File: config.mk
export PLATFORM = sky130hd
export DESIGN_NAME = sprite_shifter_bank
export DESIGN_NICKNAME = d
export VERILOG_FILES = /design/src/rtl/sprite_shifter_bank.sv
export SDC_FILE = /design/constraint.sdc
export NUM_CORES = 1
export LEC_CHECK = 0
export ABC_AREA = 1
export ABC_CLOCK_PERIOD_IN_PS = 5400
export CORE_UTILIZATION = 40
export CTS_CLUSTER_DIAMETER = 60
export CTS_CLUSTER_SIZE = 25
export DETAILED_ROUTE_END_ITERATION = 7
export HOLD_SLACK_MARGIN = 0.03
export PLACE_DENSITY = 0.59
export SYNTH_ARGS = -nofsm -noshare
export SYNTH_HDL_FRONTEND = slang
export SYNTH_SLANG_ARGS = --single-unit
File: constraint.sdc
create_clock -name clk -period 5.4 [get_ports clk]
set_input_delay 1.08 -clock clk [delete_from_list [all_inputs] [get_ports clk]]
set_output_delay 1.08 -clock clk [all_outputs]
set_load 0.1 [all_outputs]
File: src/rtl/sprite_shifter_bank.sv
// Per-scanline sprite shifter bank: in-order slot loading, X countdown,
// 8-pixel shift-out with optional flip, lowest-slot priority mux.
module sprite_shifter_bank #(
    parameter int NUM_SPR = 8,
    parameter int BPP     = 2,
    parameter int PAL_W   = 2,
    parameter int XW      = 8,
    parameter int CW      = $clog2(NUM_SPR + 1)
) (
    input  logic               clk,
    input  logic               i_rst,
    input  logic               i_ce,
    input  logic               i_enable,
    input  logic               i_line_start,
    input  logic               i_ld_valid,
    output logic               o_ld_ready,
    input  logic [XW-1:0]      i_ld_x,
    input  logic [8*BPP-1:0]   i_ld_pat,
    input  logic [PAL_W-1:0]   i_ld_pal,
    input  logic               i_ld_prio,
    input  logic               i_ld_hflip,
    input  logic               i_ld_id0,
    output logic [BPP-1:0]     o_pix,
    output logic [PAL_W-1:0]   o_pal,
    output logic               o_prio,
    output logic               o_spr0,
    output logic [CW-1:0]      o_count,
    output logic               o_full,
    output logic               o_ovf
);

    logic [NUM_SPR-1:0]      valid;
    logic [NUM_SPR-1:0]      done;
    logic [NUM_SPR-1:0]      prio;
    logic [NUM_SPR-1:0]      hflip;
    logic [NUM_SPR-1:0]      id0;
    logic [NUM_SPR-1:0]      active;
    logic [XW-1:0]           xc   [NUM_SPR];
    logic [2:0]              idx  [NUM_SPR];
    logic [BPP-1:0][7:0]     sh   [NUM_SPR];
    logic [PAL_W-1:0]        pal  [NUM_SPR];
    logic [BPP-1:0]          spix [NUM_SPR];
    logic [CW-1:0]           count;
    logic                    ovf;
    logic                    full;
    logic                    fire;
    logic                    ovf_set;
    logic                    found;

    assign full       = (count == CW'(NUM_SPR));
    assign o_full     = full;
    assign o_ld_ready = !full;
    assign o_count    = count;
    assign o_ovf      = ovf;

    // line_start wins over load and overflow in the same cycle
    assign fire    = i_ce && i_ld_valid && !full && !i_line_start;
    assign ovf_set = i_ce && i_ld_valid && full && !i_line_start;

    always_ff @(posedge clk or negedge i_rst) begin
        if (!i_rst) begin
            count <= '0;
            ovf   <= 1'b0;
            valid <= '0;
            done  <= '0;
            prio  <= '0;
            hflip <= '0;
            id0   <= '0;
            for (int i = 0; i < NUM_SPR; i++) begin
                xc[i]  <= '0;
                idx[i] <= '0;
                sh[i]  <= '0;
                pal[i] <= '0;
            end
        end else if (i_ce) begin
            if (i_line_start) begin
                count <= '0;
                ovf   <= 1'b0;
                valid <= '0;
                done  <= '0;
            end else begin
                if (ovf_set)
                    ovf <= 1'b1;
                if (fire)
                    count <= count + 1'b1;
                for (int i = 0; i < NUM_SPR; i++) begin
                    if (fire && count == CW'(i)) begin
                        valid[i] <= 1'b1;
                        done[i]  <= 1'b0;
                        idx[i]   <= '0;
                        xc[i]    <= i_ld_x;
                        sh[i]    <= i_ld_pat;
                        pal[i]   <= i_ld_pal;
                        prio[i]  <= i_ld_prio;
                        hflip[i] <= i_ld_hflip;
                        id0[i]   <= i_ld_id0;
                    end else if (valid[i] && i_enable) begin
                        if (xc[i] != '0) begin
                            xc[i] <= xc[i] - 1'b1;
                        end else if (!done[i]) begin
                            idx[i] <= idx[i] + 3'd1;
                            if (idx[i] == 3'd7)
                                done[i] <= 1'b1;
                            for (int p = 0; p < BPP; p++) begin
                                if (hflip[i])
                                    sh[i][p] <= {1'b0, sh[i][p][7:1]};
                                else
                                    sh[i][p] <= {sh[i][p][6:0], 1'b0};
                            end
                        end
                    end
                end
            end
        end
    end

    always_comb begin
        for (int i = 0; i < NUM_SPR; i++) begin
            active[i] = valid[i] && (xc[i] == '0) && !done[i];
            spix[i]   = '0;
            for (int p = 0; p < BPP; p++)
                spix[i][p] = hflip[i] ? sh[i][p][0] : sh[i][p][7];
            if (!active[i])
                spix[i] = '0;
        end
    end

    // sprite-0 hit looks at every slot, independent of the winner
    always_comb begin
        o_pix  = '0;
        o_pal  = '0;
        o_prio = 1'b0;
        o_spr0 = 1'b0;
        found  = 1'b0;
        for (int i = 0; i < NUM_SPR; i++) begin
            if (id0[i] && spix[i] != '0)
                o_spr0 = 1'b1;
            if (!found && spix[i] != '0) begin
                found  = 1'b1;
                o_pix  = spix[i];
                o_pal  = pal[i];
                o_prio = prio[i];
            end
        end
    end

endmodule
==> qor_table.md, run 1 <==
| Step | Metric | Value |
|:---|:---|:---|
| floorplanning | Total Die Area | 0.0391 mm^2 |
| sta | Shortest clock period the worst path allows after layout | 4550 ps |
| placement | Global placement routability congestion | 0.828 |
| flow run | Max-capacitance violation count | 0 |
| hold path | Worst Hold Path Cells | 1 |
| floorplanning | Die width | 198 um |
| status | Status | finished clean |
| routing | Final routed wirelength across all metal layers | 44,500 um |
| clock network | Post-CTS setup buffer count | 0 |
| finish | Growth of design area from synthesis to finish | 11.7% |
| clock network | Clock latency reported for the late side of the worst-skew pair | 590 ps |
| pwr | Final Total Pwr | 0.00607 W |
| worst setup path | Total stage count of the critical path | 11 |
| sta | Highest Clock Rate | 0.220 GHz |
| sta | Slew @ Worst Pin | 1110 ps |
| placement | Half-perimeter wire length after placement | 29,800 um |
| worst setup path | Type of the worst setup path | reg -> out |
| logic synthesis | Area fraction of the dominant cell type after synthesis | 0.452 |
| clock network | Worst-case clock buffer depth | 3 |
| grt | Global routing usage summed across all routing layers | 0.233 |
| worst setup path | Type of origin of the critical path | flop |
| routing | DRC marker count from the first detailed-route iteration | 996 |
| worst setup path | Worst endpoint data arrival time | 3470 ps |
| routing | Residual DRC count | 0 |
| grt | Vias in the first global route | 12.8k |
| routing | Vias per inst | 5.40 |
| logic synthesis | Syn Nets | 2,127 |
| clock network | Clock transition at the register clock pins on the worst setup and hold paths after CTS | 80 ps |
| sta | Fin. max-slew vios | 0 |
| worst setup path | Top fanout value on the critical path | 18 |
| worst setup path | Depth of the worst register-to-register path | 10 |
| worst setup path | Crit path buffers/inverters | 2 |
| placement | Worst setup slack before clock tree synthesis | 1520 ps |
| routing | Post-route ant nets | 0 |
| sta | RSZ-0062 raised after global routing | no |
| logic synthesis | Top area cells in the synthesized netlist | dfrtp_1 (45%), o21ai_0 (15%), nand2_1 (14%) |
| pwr | Pwr/cell area | 355 mW/mm^2 |
| sta | Final setup violation count | 0 |
| clock network | Post-CTS resize count | 0 |
| clock network | Number of buffers inserted during clock tree synthesis | 29 |
| logic synthesis | Number of enable flip-flop cells after synthesis | 0 |
| logic synthesis | Total of flip-flops plus latches after synthesis | 277 |
| floorplanning | Row cnt | 71 |
| sta | Worst slew margin | 0.251 |
| clock network | Cell chosen for the clock root | clkbuf_16 |
| logic synthesis | Async set or reset register ratio after synthesis | 1.00 |
| clock network | Clock Sinks | 277 |
| logic synthesis | Number of distinct library cells after synthesis | 40 |
| worst setup path | Master of the slowest instance on the critical path | dfrtp_1 |
| logic synthesis | Main synth FF type | dfrtp_1 |
| finish | Number of fill cells in the layout | 3,808 |
| grt | Pin count of the biggest net entering global routing | 121 |
| finish | Post-layout net count | 2,113 |
| grt | Remaining global-route overflow | 0 |
| clock network | H-tree levels | 1 |
| logic synthesis | Mapped Cells | 2,058 |
| grt | Wire length of the first global-routing pass | 70,900 um |
| finish | Multi-input combinational cell area | 0.00730 mm^2 |
| worst setup path | CP Cell Sequence | inv_1 -> nand2_1 -> o21ai_1 -> nand4_1 -> nand2_1 -> nor2_1 -> nand4_1 -> nor2_2 -> nand4_1 -> nand3_1 -> buf_4 |
| routing | First-pass iteration count of the detailed router | 5 |
| logic synthesis | Cell taking the most area after synthesis | dfrtp_1 |
| logic synthesis | Post-synthesis sequential area ratio | 0.452 |
| finish | Fraction of final layout cells with drive strength greater than 1 | 0.0455 |
| hold path | Tightest Hold Check Type | reg -> reg |
| routing | DR WL/cell | 17.2 um |
| floorplanning | Starting density of the core | 0.407 |
| clock network | CTS tree | done |
| logic synthesis | Post-Synthesis Mean Instance Area | 7.45 um^2 |
| worst setup path | Data required time of the critical path | 4320 ps |
| placement | Number of buffers added on ports | 47 |
| worst setup path | CP peak stage delay | 640 ps |
| finish | Storage cell area | 0.00693 mm^2 |
| finish | Antenna diode count | 0 |
| pwr | Leakage power summed over all cells | 7.75 nW |
| grt | Initial antenna violation count | 1 |
| worst setup path | Most prevalent standard cell on the critical path | nand4_1 |
| finish | Leading cell types in the layout, fill and taps excluded | nand2_1 (556), o21ai_0 (451), dfrtp_1 (277) |
| finish | Final non-filler cell total | 2,578 |
| sta | Largest clock skew in the final design | 18.1 ps |
| floorplanning | Ports | 48 |
| sta | Final number of hold-violating endpoints | 0 |
| pwr | Max VDD drop | 256 uV |
| floorplanning | Core area | 0.0377 mm^2 |
| routing | Vias | 13.9k |
| logic synthesis | Warnings from Yosys | 0 |
| sta | Crit share post-route | 0.843 |
| floorplanning | Die Height | 198 um |
| finish | Most common library cell in the layout ignoring fill and taps | nand2_1 |
| worst setup path | Crit path capture type | output port |
| sta | Post-route setup slack | 850 ps |
| logic synthesis | Netlist area before placement | 0.0153 mm^2 |
| worst setup path | Cell type group with the largest total delay on the critical path | simple AND/OR/NAND/NOR gates |
| clock network | Hold buffer count at CTS | 0 |
| sta | Total negative slack | 0 ps |
| placement | Post-placement cell count | 2,524 |
## final timing paths
kind	startpoint	end	slack [ps]
setup reg to reg	o_count[0]$_DFFE_PN0P_	sh[73]$_DFFE_PN0P_	2360
max in group asynchronous	i_rst	id0[3]$_DFFE_PN0P_	3660
hold reg to reg	idx[9]$_DFFE_PN0P_	idx[9]$_DFFE_PN0P_	480
hold / removal	idx[9]$_DFFE_PN0P_	idx[9]$_DFFE_PN0P_	480
min in group asynchronous	i_rst	xc[16]$_DFFE_PN0P_	590
setup / recovery	hflip[1]$_DFFE_PN0P_	o_pix[1]	850
## state kept, by name, summed over array words and instances (netlist names)
register  flops
sh          128
xc           64
idx          24
pal          16
done          8
hflip         8
id0           8
prio          8
valid         8
o_count       4
o_ovf         1
## synthesized netlist by cell type (15+ instances only)
master / number
o21ai_0: 451
buf_2: 26
o21ai_1: 18
xor2_1: 18
a21oi_1: 38
dfrtp_1: 277
ha_1: 34
nand3_1: 98
nor3_1: 22
a22o_1: 15
clkbuf_1: 67
nor2_1: 131
o211ai_1: 31
nand2_1: 556
inv_1: 164
nand4_1: 39
## routing by layer
metal	vias up	GRT usage	share of wire
li1	6834	-	-
met1	6647	0.330	0.47
met2	365	0.368	0.45
met3	71	0.0363	0.053
met4	0	0.0632	0.026
met5	-	0	0
## worst reg2reg max path: stages (launching register included)
cell     delay (ps)
dfrtp_1         450
inv_1           160
ha_1            230
nand3_2         140
nand3_2         140
nor2_4           80
nand2_1         250
buf_4           400
nand2_1         150
inv_1           660
o21ai_0         230
## per-stage QoR
step / hold slack, ps / util / cell area, um^2
finish: 479 / 0.455 / 17100
global route: 508 / 0.455 / 17100
CTS: 484 / 0.455 / 17100
detailed placement: 471 / 0.427 / 16100
global placement: 458 / 0.427 / 16100
floorplan: 446 / - / 15300
## cell type report
type                       count  share of cell area
inverter                     176              0.0386
timing repair buffer          56              0.0323
clock buffer                  29              0.0424
clock inverter                25              0.0185
multi-input combinational   1504               0.426
sequential                   277               0.405
tap                          511              0.0373
## cell families (layout without fill, tap and decap cells)
group / after synthesis / after routing / synth area share
AOI/OAI and AO/OA: 581 / 581 / 0.203
and+or+nand+nor: 867 / 867 / 0.233
buffers and inverters: 277 / 286 / 0.0719
adders and majority gates: 34 / 34 / 0.0277
DFF: 277 / 277 / 0.452
xor gates and xnor gates: 22 / 22 / 0.0126
## power breakdown
part	switching (W)	internal (W)	total, W	leakage, nW
combinational	0.000823	0.000477	0.00130	3.55
clock	0.00101	0.00115	0.00216	0.491
sequential	0.000263	0.00235	0.00262	3.70
total	0.00210	0.00398	0.00607	7.75
Note: power is estimated with default switching activity, not from simulation.
==> inputs of run 2 (changes only) <==
ABC_CLOCK_PERIOD_IN_PS = 4000   (was 5400)
PLACE_DENSITY = 0.61   (was 0.59)
clock period = 4 ns   (was 5.4 ns; I/O delays follow)
==> run 2 against run 1 <==
Count of clock-buffer cells in the layout grew 4. Routed wire length is essentially flat. First-iteration DRC count grew 33%. Sequential power grew 34%. Critical path type unchanged. Critical path depth grew 1. Sequential cell count is the same. Design area grew 1.7%. Die area is the same. Hold slack lost 210 ps. Highest routed layer unchanged.
==> qor_table.md, run 2 (same netlist as run 1, synthesis figures left out) <==
| Step | Metric | Value | vs previous |
|:---|:---|:---|:---|
| routing | DR WL/cell | 17.1 um | was 17.2 um |
| clock network | Clock transition at the register clock pins on the worst setup and hold paths after CTS | 70 ps | was 80 ps |
| floorplanning | Die width | 198 um | unchanged |
| finish | Most common library cell in the layout ignoring fill and taps | nand2_1 | unchanged |
| sta | Highest Clock Rate | 0.266 GHz |  |
| routing | Final routed wirelength across all metal layers | 44,500 um | about the same |
| clock network | CTS tree | done | unchanged |
| clock network | Worst-case clock buffer depth | 3 | unchanged |
| finish | Storage cell area | 0.00694 mm^2 | was 0.00693 mm^2 |
| sta | Total negative slack | 0 ps | unchanged |
| sta | Fin. max-slew vios | 0 | unchanged |
| worst setup path | Data required time of the critical path | 3200 ps | was 4320 ps |
| routing | Residual DRC count | 0 | unchanged |
| sta | Worst slew margin | 0.345 | was 0.251 |
| clock network | Clock Sinks | 277 | unchanged |
| finish | Max reg flops | 128 | unchanged |
| grt | Initial antenna violation count | 5 | was 1 |
| finish | Biggest regs | sh (128), xc (64), idx (24) | unchanged |
| floorplanning | Starting density of the core | 0.407 | unchanged |
| routing | DRC marker count from the first detailed-route iteration | 1,329 | was 996 |
| placement | Number of buffers added on ports | 47 | unchanged |
| pwr | Leakage power summed over all cells | 7.89 nW | was 7.75 nW |
| worst setup path | Crit path capture type | output port | unchanged |
| clock network | Cell chosen for the clock root | clkbuf_16 | unchanged |
| clock network | H-tree levels | 1 | unchanged |
| pwr | Pwr/cell area | 475 mW/mm^2 | was 355 mW/mm^2 |
| grt | Pin count of the biggest net entering global routing | 88 | was 121 |
| sta | Largest clock skew in the final design | 28.8 ps | was 18.1 ps |
| floorplanning | Row cnt | 71 | unchanged |
| grt | Vias in the first global route | 12.7k | was 12.8k |
| finish | Post-route cell area | 0.0174 mm^2 | was 0.0171 mm^2 |
| routing | Post-route ant nets | 0 | unchanged |
| finish | Reg with most FFs | sh | unchanged |
| floorplanning | Total Die Area | 0.0391 mm^2 | unchanged |
| worst setup path | Worst endpoint data arrival time | 2970 ps | was 3470 ps |
| sta | RSZ-0062 raised after global routing | no | unchanged |
| clock network | Number of buffers inserted during clock tree synthesis | 29 | unchanged |
| floorplanning | Core area | 0.0377 mm^2 | unchanged |
| floorplanning | Ports | 48 | unchanged |
| status | Status | finished clean | unchanged |
| sta | Post-route setup slack | 234 ps | was 850 ps |
| placement | Placement-stage cell area | 0.0163 mm^2 | was 0.0161 mm^2 |
| sta | Shortest clock period the worst path allows after layout | 3770 ps |  |
| pwr | Max VDD drop | 333 uV | was 256 uV |
| flow run | Max-capacitance violation count | 0 | unchanged |
| finish | Fraction of final layout cells with drive strength greater than 1 | 0.0588 | was 0.0455 |
| sta | Final setup violation count | 0 | unchanged |
| placement | Global placement routability congestion | 0.850 | was 0.828 |
| placement | Worst setup slack before clock tree synthesis | 609 ps | was 1520 ps |
| clock network | Clock latency reported for the late side of the worst-skew pair | 570 ps | was 590 ps |
| sta | Slew @ Worst Pin | 979 ps | was 1110 ps |
| sta | Crit share post-route | 0.942 |  |
| worst setup path | Type of the worst setup path | reg -> out | unchanged |
| worst setup path | Top fanout value on the critical path | 6 | was 18 |
| grt | Remaining global-route overflow | 0 | unchanged |
| hold path | Tightest Hold Check Type | in -> async | was reg -> reg |
| worst setup path | Type of origin of the critical path | flop | unchanged |
| finish | Leading cell types in the layout, fill and taps excluded | nand2_1 (556), o21ai_0 (450), dfrtp_1 (273) | was nand2_1 (556), o21ai_0 (451), dfrtp_1 (277) |
| routing | Vias | 14.0k | was 13.9k |
| floorplanning | Die Height | 198 um | unchanged |
| routing | First-pass iteration count of the detailed router | 5 | unchanged |
| clock network | Hold buffer count at CTS | 0 | unchanged |
| placement | Half-perimeter wire length after placement | 30,100 um | was 29,800 um |
| sta | Fin Hold WS | 266 ps | was 479 ps |
| sta | Final number of hold-violating endpoints | 0 | unchanged |
| finish | Growth of design area from synthesis to finish | 13.5% | was 11.7% |
| grt | Wire length of the first global-routing pass | 70,400 um | was 70,900 um |
| finish | Post-layout net count | 2,138 | was 2,113 |
| finish | Multi-input combinational cell area | 0.00732 mm^2 | was 0.00730 mm^2 |
| finish | Number of fill cells in the layout | 3,797 | was 3,808 |
| grt | Global routing usage summed across all routing layers | 0.232 | was 0.233 |
| routing | Vias per inst | 5.37 | was 5.40 |
-- run 2: changes by cell type in the layout (fill, tap and decap cells not counted), moves of 2 or more --
cell,before,now
clkinv_4,1,3
inv_8,5,1
clkinv_8,6,1
buf_4,13,33
bufinv_16,2,5
clkdlybuf4s50_1,40,38
dfrtp_1,277,273
nor2_4,1,3
clkinvlp_4,5,3
clkbuf_1,0,3
dfrtp_2,0,4
clkinv_2,1,3
buf_12,2,9
diode_2,0,2
-- run 2: metal layers --
layer / track usage / routed length [um] / vias up / part of all wire
met5: 0 / 0 / - / 0
met4: 0.0680 / 1200 / 0 / 0.027
met3: 0.0293 / 2600 / 74 / 0.058
met2: 0.369 / 20000 / 366 / 0.45
met1: 0.330 / 20600 / 6658 / 0.46
li1: - / - / 6887 / -
-- run 2: path summary, 6_finish.rpt --
path	startpoint	cells past startpoint	slack, ps	endpoint
setup / recovery	xc[32]$_DFFE_PN0P_	12	230	o_pix[1]
setup reg to reg	o_count[0]$_DFFE_PN0P_	11	1160	idx[21]$_DFFE_PN0P_
min in group clk	idx[6]$_DFFE_PN0P_	1	480	idx[6]$_DFFE_PN0P_
hold / removal	i_rst	1	270	xc[21]$_DFFE_PN0P_
max in group asynchronous	i_rst	3	2760	sh[26]$_DFFE_PN0P_
hold reg to reg	idx[6]$_DFFE_PN0P_	1	480	idx[6]$_DFFE_PN0P_
-- run 2: layout make-up --
class                      count  area share
sequential                   277       0.398
multi-input combinational   1504       0.420
clock inverter                20      0.0160
antenna                        2    0.000287
clock buffer                  33      0.0431
timing repair buffer          81      0.0473
tap                          511      0.0367
inverter                     176      0.0382
-- run 2: worst max-delay path, cell delays in order, from the launching register on --
cell,delay (ps)
dfrtp_1,360
inv_1,130
ha_1,170
inv_1,40
nor3_1,190
nand3_1,110
nor2_1,300
o21ai_1,240
nand4_1,240
nor2_1,60
nor2_1,190
nand3_1,160
buf_12,200
-- run 2: through the flow --
stage                     power, W   util  cells
after global placement     0.00529  0.434   2545
after global routing       0.00879  0.462   2602
after detailed placement   0.00533  0.434   2545
after floorplan            0.00482      -   2058
final                      0.00828  0.462   2604
after CTS                  0.00830  0.461   2598
-- run 2: timing repair --
action	4_1_cts	5_1_grt
gates resized for setup	2	7
setup endpoints to repair	3	5
buffers inserted	0	4
-- run 2: where the power goes --
part	switching (W)	internal, W	total (W)
Combinational	0.00114	0.000688	0.00183
Sequential	0.000329	0.00318	0.00351
Clock	0.00124	0.00170	0.00293
Total	0.00271	0.00557	0.00828
==> inputs of run 3 (changes only) <==
CORE_UTILIZATION = 42   (was 40)
PLACE_DENSITY = 0.63   (was 0.61)
==> run 3 against run 2 <==
Sequential share of layout area is 0.63 points higher. Design area decreased by 1.6%. Count of clock-buffer cells in the layout shrank 5. Sequential cell count did not move. Critical path depth decreased by 2. First-iteration DRC count is 26% lower. Clock skew up 6.0 ps. Hold slack improved by 41 ps. Sequential power about the same. Routed wire length decreased by 1.5%. Critical endpoint unchanged. Via count decreased by 0.58%.
==> qor_table.md, run 3 (same netlist as run 1, synthesis figures left out) <==
| Step | Metric | Value | vs previous |
|:---|:---|:---|:---|
| sta | Final setup violation count | 0 | unchanged |
| grt | Global routing usage summed across all routing layers | 0.240 | was 0.232 |
| sta | Crit share post-route | 0.953 | was 0.942 |
| floorplanning | Starting density of the core | 0.429 | was 0.407 |
| finish | Post-route cell area | 0.0171 mm^2 | was 0.0174 mm^2 |
| finish | Leading cell types in the layout, fill and taps excluded | nand2_1 (556), o21ai_0 (451), dfrtp_1 (273) | was nand2_1 (556), o21ai_0 (450), dfrtp_1 (273) |
| clock network | Cell chosen for the clock root | clkbuf_16 | unchanged |
| pwr | Pwr/cell area | 468 mW/mm^2 | was 475 mW/mm^2 |
| placement | Half-perimeter wire length after placement | 30,200 um | was 30,100 um |
| worst setup path | CP peak stage delay | 430 ps | was 360 ps |
| status | Status | finished clean | unchanged |
| clock network | H-tree levels | 1 | unchanged |
| hold path | Tightest Hold Check Type | in -> async | unchanged |
| sta | Shortest clock period the worst path allows after layout | 3810 ps | was 3770 ps |
| clock network | Worst-case clock buffer depth | 3 | unchanged |
| worst setup path | Depth of the worst register-to-register path | 9 | was 11 |
| placement | Post-placement cell count | 2,490 | was 2,545 |
| grt | Initial antenna violation count | 3 | was 5 |
| floorplanning | Row cnt | 69 | was 71 |
| finish | Growth of design area from synthesis to finish | 11.8% | was 13.5% |
| worst setup path | Slack of the worst reg-to-reg path | 1040 ps | was 1160 ps |
| clock network | Number of buffers inserted during clock tree synthesis | 25 | was 29 |
| grt | Pin count of the biggest net entering global routing | 101 | was 88 |
| floorplanning | Die width | 193 um | was 198 um |
| finish | Number of fill cells in the layout | 3,510 | was 3,797 |
| worst setup path | Origin of the worst setup path | hflip[0]$_DFFE_PN0P_ | was xc[32]$_DFFE_PN0P_ |
| sta | Total negative slack | 0 ps | unchanged |
| finish | Antenna diode count | 0 | was 2 |
| worst setup path | Worst endpoint data arrival time | 3010 ps | was 2970 ps |
| finish | Max reg flops | 128 | unchanged |
| placement | Global placement routability congestion | 0.855 | was 0.850 |
| worst setup path | Crit path buffers/inverters | 2 | was 3 |
| finish | Reg with most FFs | sh | unchanged |
| pwr | Leakage power summed over all cells | 7.78 nW | was 7.89 nW |
| sta | Worst slew margin | 0.315 | was 0.345 |
| flow run | Max-capacitance violation count | 0 | unchanged |
| grt | Wire length of the first global-routing pass | 69,800 um | was 70,400 um |
| finish | Biggest regs | sh (128), xc (64), idx (24) | unchanged |
| clock network | Hold buffer count at CTS | 0 | unchanged |
| sta | Fin Hold WS | 306 ps | was 266 ps |
| worst setup path | Terminus of the critical flop-to-flop path | sh[30]$_DFFE_PN0P_ | was idx[21]$_DFFE_PN0P_ |
| worst setup path | Type of the worst setup path | reg -> out | unchanged |
| worst setup path | R2r startpoint | o_count[0]$_DFFE_PN0P_ | unchanged |
| sta | Highest Clock Rate | 0.262 GHz | was 0.266 GHz |
| sta | Largest clock skew in the final design | 34.7 ps | was 28.8 ps |
| routing | Post-route ant nets | 0 | unchanged |
| clock network | Clock transition at the register clock pins on the worst setup and hold paths after CTS | 80 ps | was 70 ps |
| worst setup path | Crit path capture type | output port | unchanged |
| finish | Most common library cell in the layout ignoring fill and taps | nand2_1 | unchanged |
| floorplanning | Total Die Area | 0.0373 mm^2 | was 0.0391 mm^2 |
| grt | Remaining global-route overflow | 0 | unchanged |
| floorplanning | Ports | 48 | unchanged |
| sta | Fin. max-slew vios | 0 | unchanged |
| routing | DR WL/cell | 17.3 um | was 17.1 um |
| worst setup path | CP Cell Sequence | buf_4 -> o21ai_0 -> o211ai_1 -> nand3_1 -> nor2_2 -> nand4_1 -> nor2_1 -> nor2_1 -> nand3_1 -> buf_12 | was inv_1 -> ha_1 -> inv_1 -> nor3_1 -> nand3_1 -> nor2_1 -> o21ai_1 -> nand4_1 -> nor2_1 -> nor2_1 -> nand3_1 -> buf_12 |
| sta | Slew @ Worst Pin | 1020 ps | was 979 ps |
| worst setup path | Total stage count of the critical path | 10 | was 12 |
| routing | Vias | 13.9k | was 14.0k |
| worst setup path | Master of the slowest instance on the critical path | dfrtp_1 | unchanged |
| sta | RSZ-0062 raised after global routing | no | unchanged |
| worst setup path | Cell type group with the largest total delay on the critical path | simple AND/OR/NAND/NOR gates | unchanged |
| floorplanning | Die Height | 193 um | was 198 um |
| grt | Vias in the first global route | 12.7k | about the same |
| routing | Residual DRC count | 0 | unchanged |
| clock network | Clock Sinks | 277 | unchanged |
| worst setup path | Data required time of the critical path | 3200 ps | about the same |
| routing | Vias per inst | 5.48 | was 5.37 |
| sta | Final number of hold-violating endpoints | 0 | unchanged |
| finish | Final non-filler cell total | 2,535 | was 2,604 |
| placement | Placement-stage cell area | 0.0162 mm^2 | was 0.0163 mm^2 |
| routing | DRC marker count from the first detailed-route iteration | 983 | was 1,329 |
| clock network | CTS tree | done | unchanged |
| floorplanning | Core area | 0.0357 mm^2 | was 0.0377 mm^2 |
| routing | First-pass iteration count of the detailed router | 7 | was 5 |
| pwr | Max VDD drop | 281 uV | was 333 uV |
| clock network | Clock latency reported for the late side of the worst-skew pair | 560 ps | was 570 ps |
| worst setup path | Type of origin of the critical path | flop | unchanged |
| placement | Number of buffers added on ports | 47 | unchanged |
| finish | Post-layout net count | 2,125 | was 2,138 |
| worst setup path | Endpoint of the most critical setup path | o_pix[1] | unchanged |
| routing | Final routed wirelength across all metal layers | 43,800 um | was 44,500 um |
| worst setup path | Top fanout value on the critical path | 21 | was 6 |
| finish | Fraction of final layout cells with drive strength greater than 1 | 0.0506 | was 0.0588 |
==> run 3: how the worst min path moves through the flow <==
| stage | endpoint | from | cells past startpoint | slack, ps |
|---|---|---|---|---|
| after CTS | xc[5]$_DFFE_PN0P_ | i_rst | 1 | 330 |
| after global placement | idx[9]$_DFFE_PN0P_ | idx[9]$_DFFE_PN0P_ | 1 | 460 |
| after floorplan | idx[15]$_DFFE_PN0P_ | idx[15]$_DFFE_PN0P_ | 1 | 450 |
| after global routing | xc[19]$_DFFE_PN0P_ | i_rst | 1 | 360 |
| after detailed placement | idx[18]$_DFFE_PN0P_ | idx[18]$_DFFE_PN0P_ | 1 | 470 |
| final | xc[2]$_DFFE_PN0P_ | i_rst | 1 | 310 |
==> run 3: through the flow <==
step	worst slack, ps	utilization	power [W]
6_report	190	0.480	0.00802
5_1_grt	24.9	0.480	0.00853
4_1_cts	45.3	0.479	0.00808
3_5_place_dp	629	0.454	0.00534
3_3_place_gp	748	0.454	0.00529
2_1_floorplan	596	-	0.00482
==> run 3: what timing repair did <==
item | 4_1_cts | 5_1_grt
buffers inserted | 0 | 0
gates resized for setup | 0 | 5
setup endpoints to repair | 0 | 5
==> run 3: layout make-up <==
| type | count | area, um^2 | share of cell area |
|---|---|---|---|
| repair buffers | 72 | 743 | 0.0434 |
| multi-input cells | 1504 | 7310 | 0.426 |
| flip-flops and latches | 277 | 6940 | 0.405 |
| well taps | 461 | 577 | 0.0336 |
| inverters | 176 | 661 | 0.0385 |
| clock buffers | 28 | 647 | 0.0377 |
| clock inverters | 17 | 269 | 0.0157 |
==> run 3: power by group <==
group / switching, W / internal [W] / total, W
clock: 0.00127 / 0.00144 / 0.00271
sequential: 0.000326 / 0.00318 / 0.00350
combinational: 0.00114 / 0.000667 / 0.00181
total: 0.00274 / 0.00528 / 0.00802
==> run 3: per-layer routing <==
| layer | vias up | track usage | share of wire |
|---|---|---|---|
| met4 | 0 | 0.0598 | 0.021 |
| met5 | - | 0 | 0 |
| met3 | 57 | 0.0382 | 0.061 |
| met2 | 380 | 0.377 | 0.45 |
| li1 | 6851 | - | - |
| met1 | 6616 | 0.343 | 0.46 |
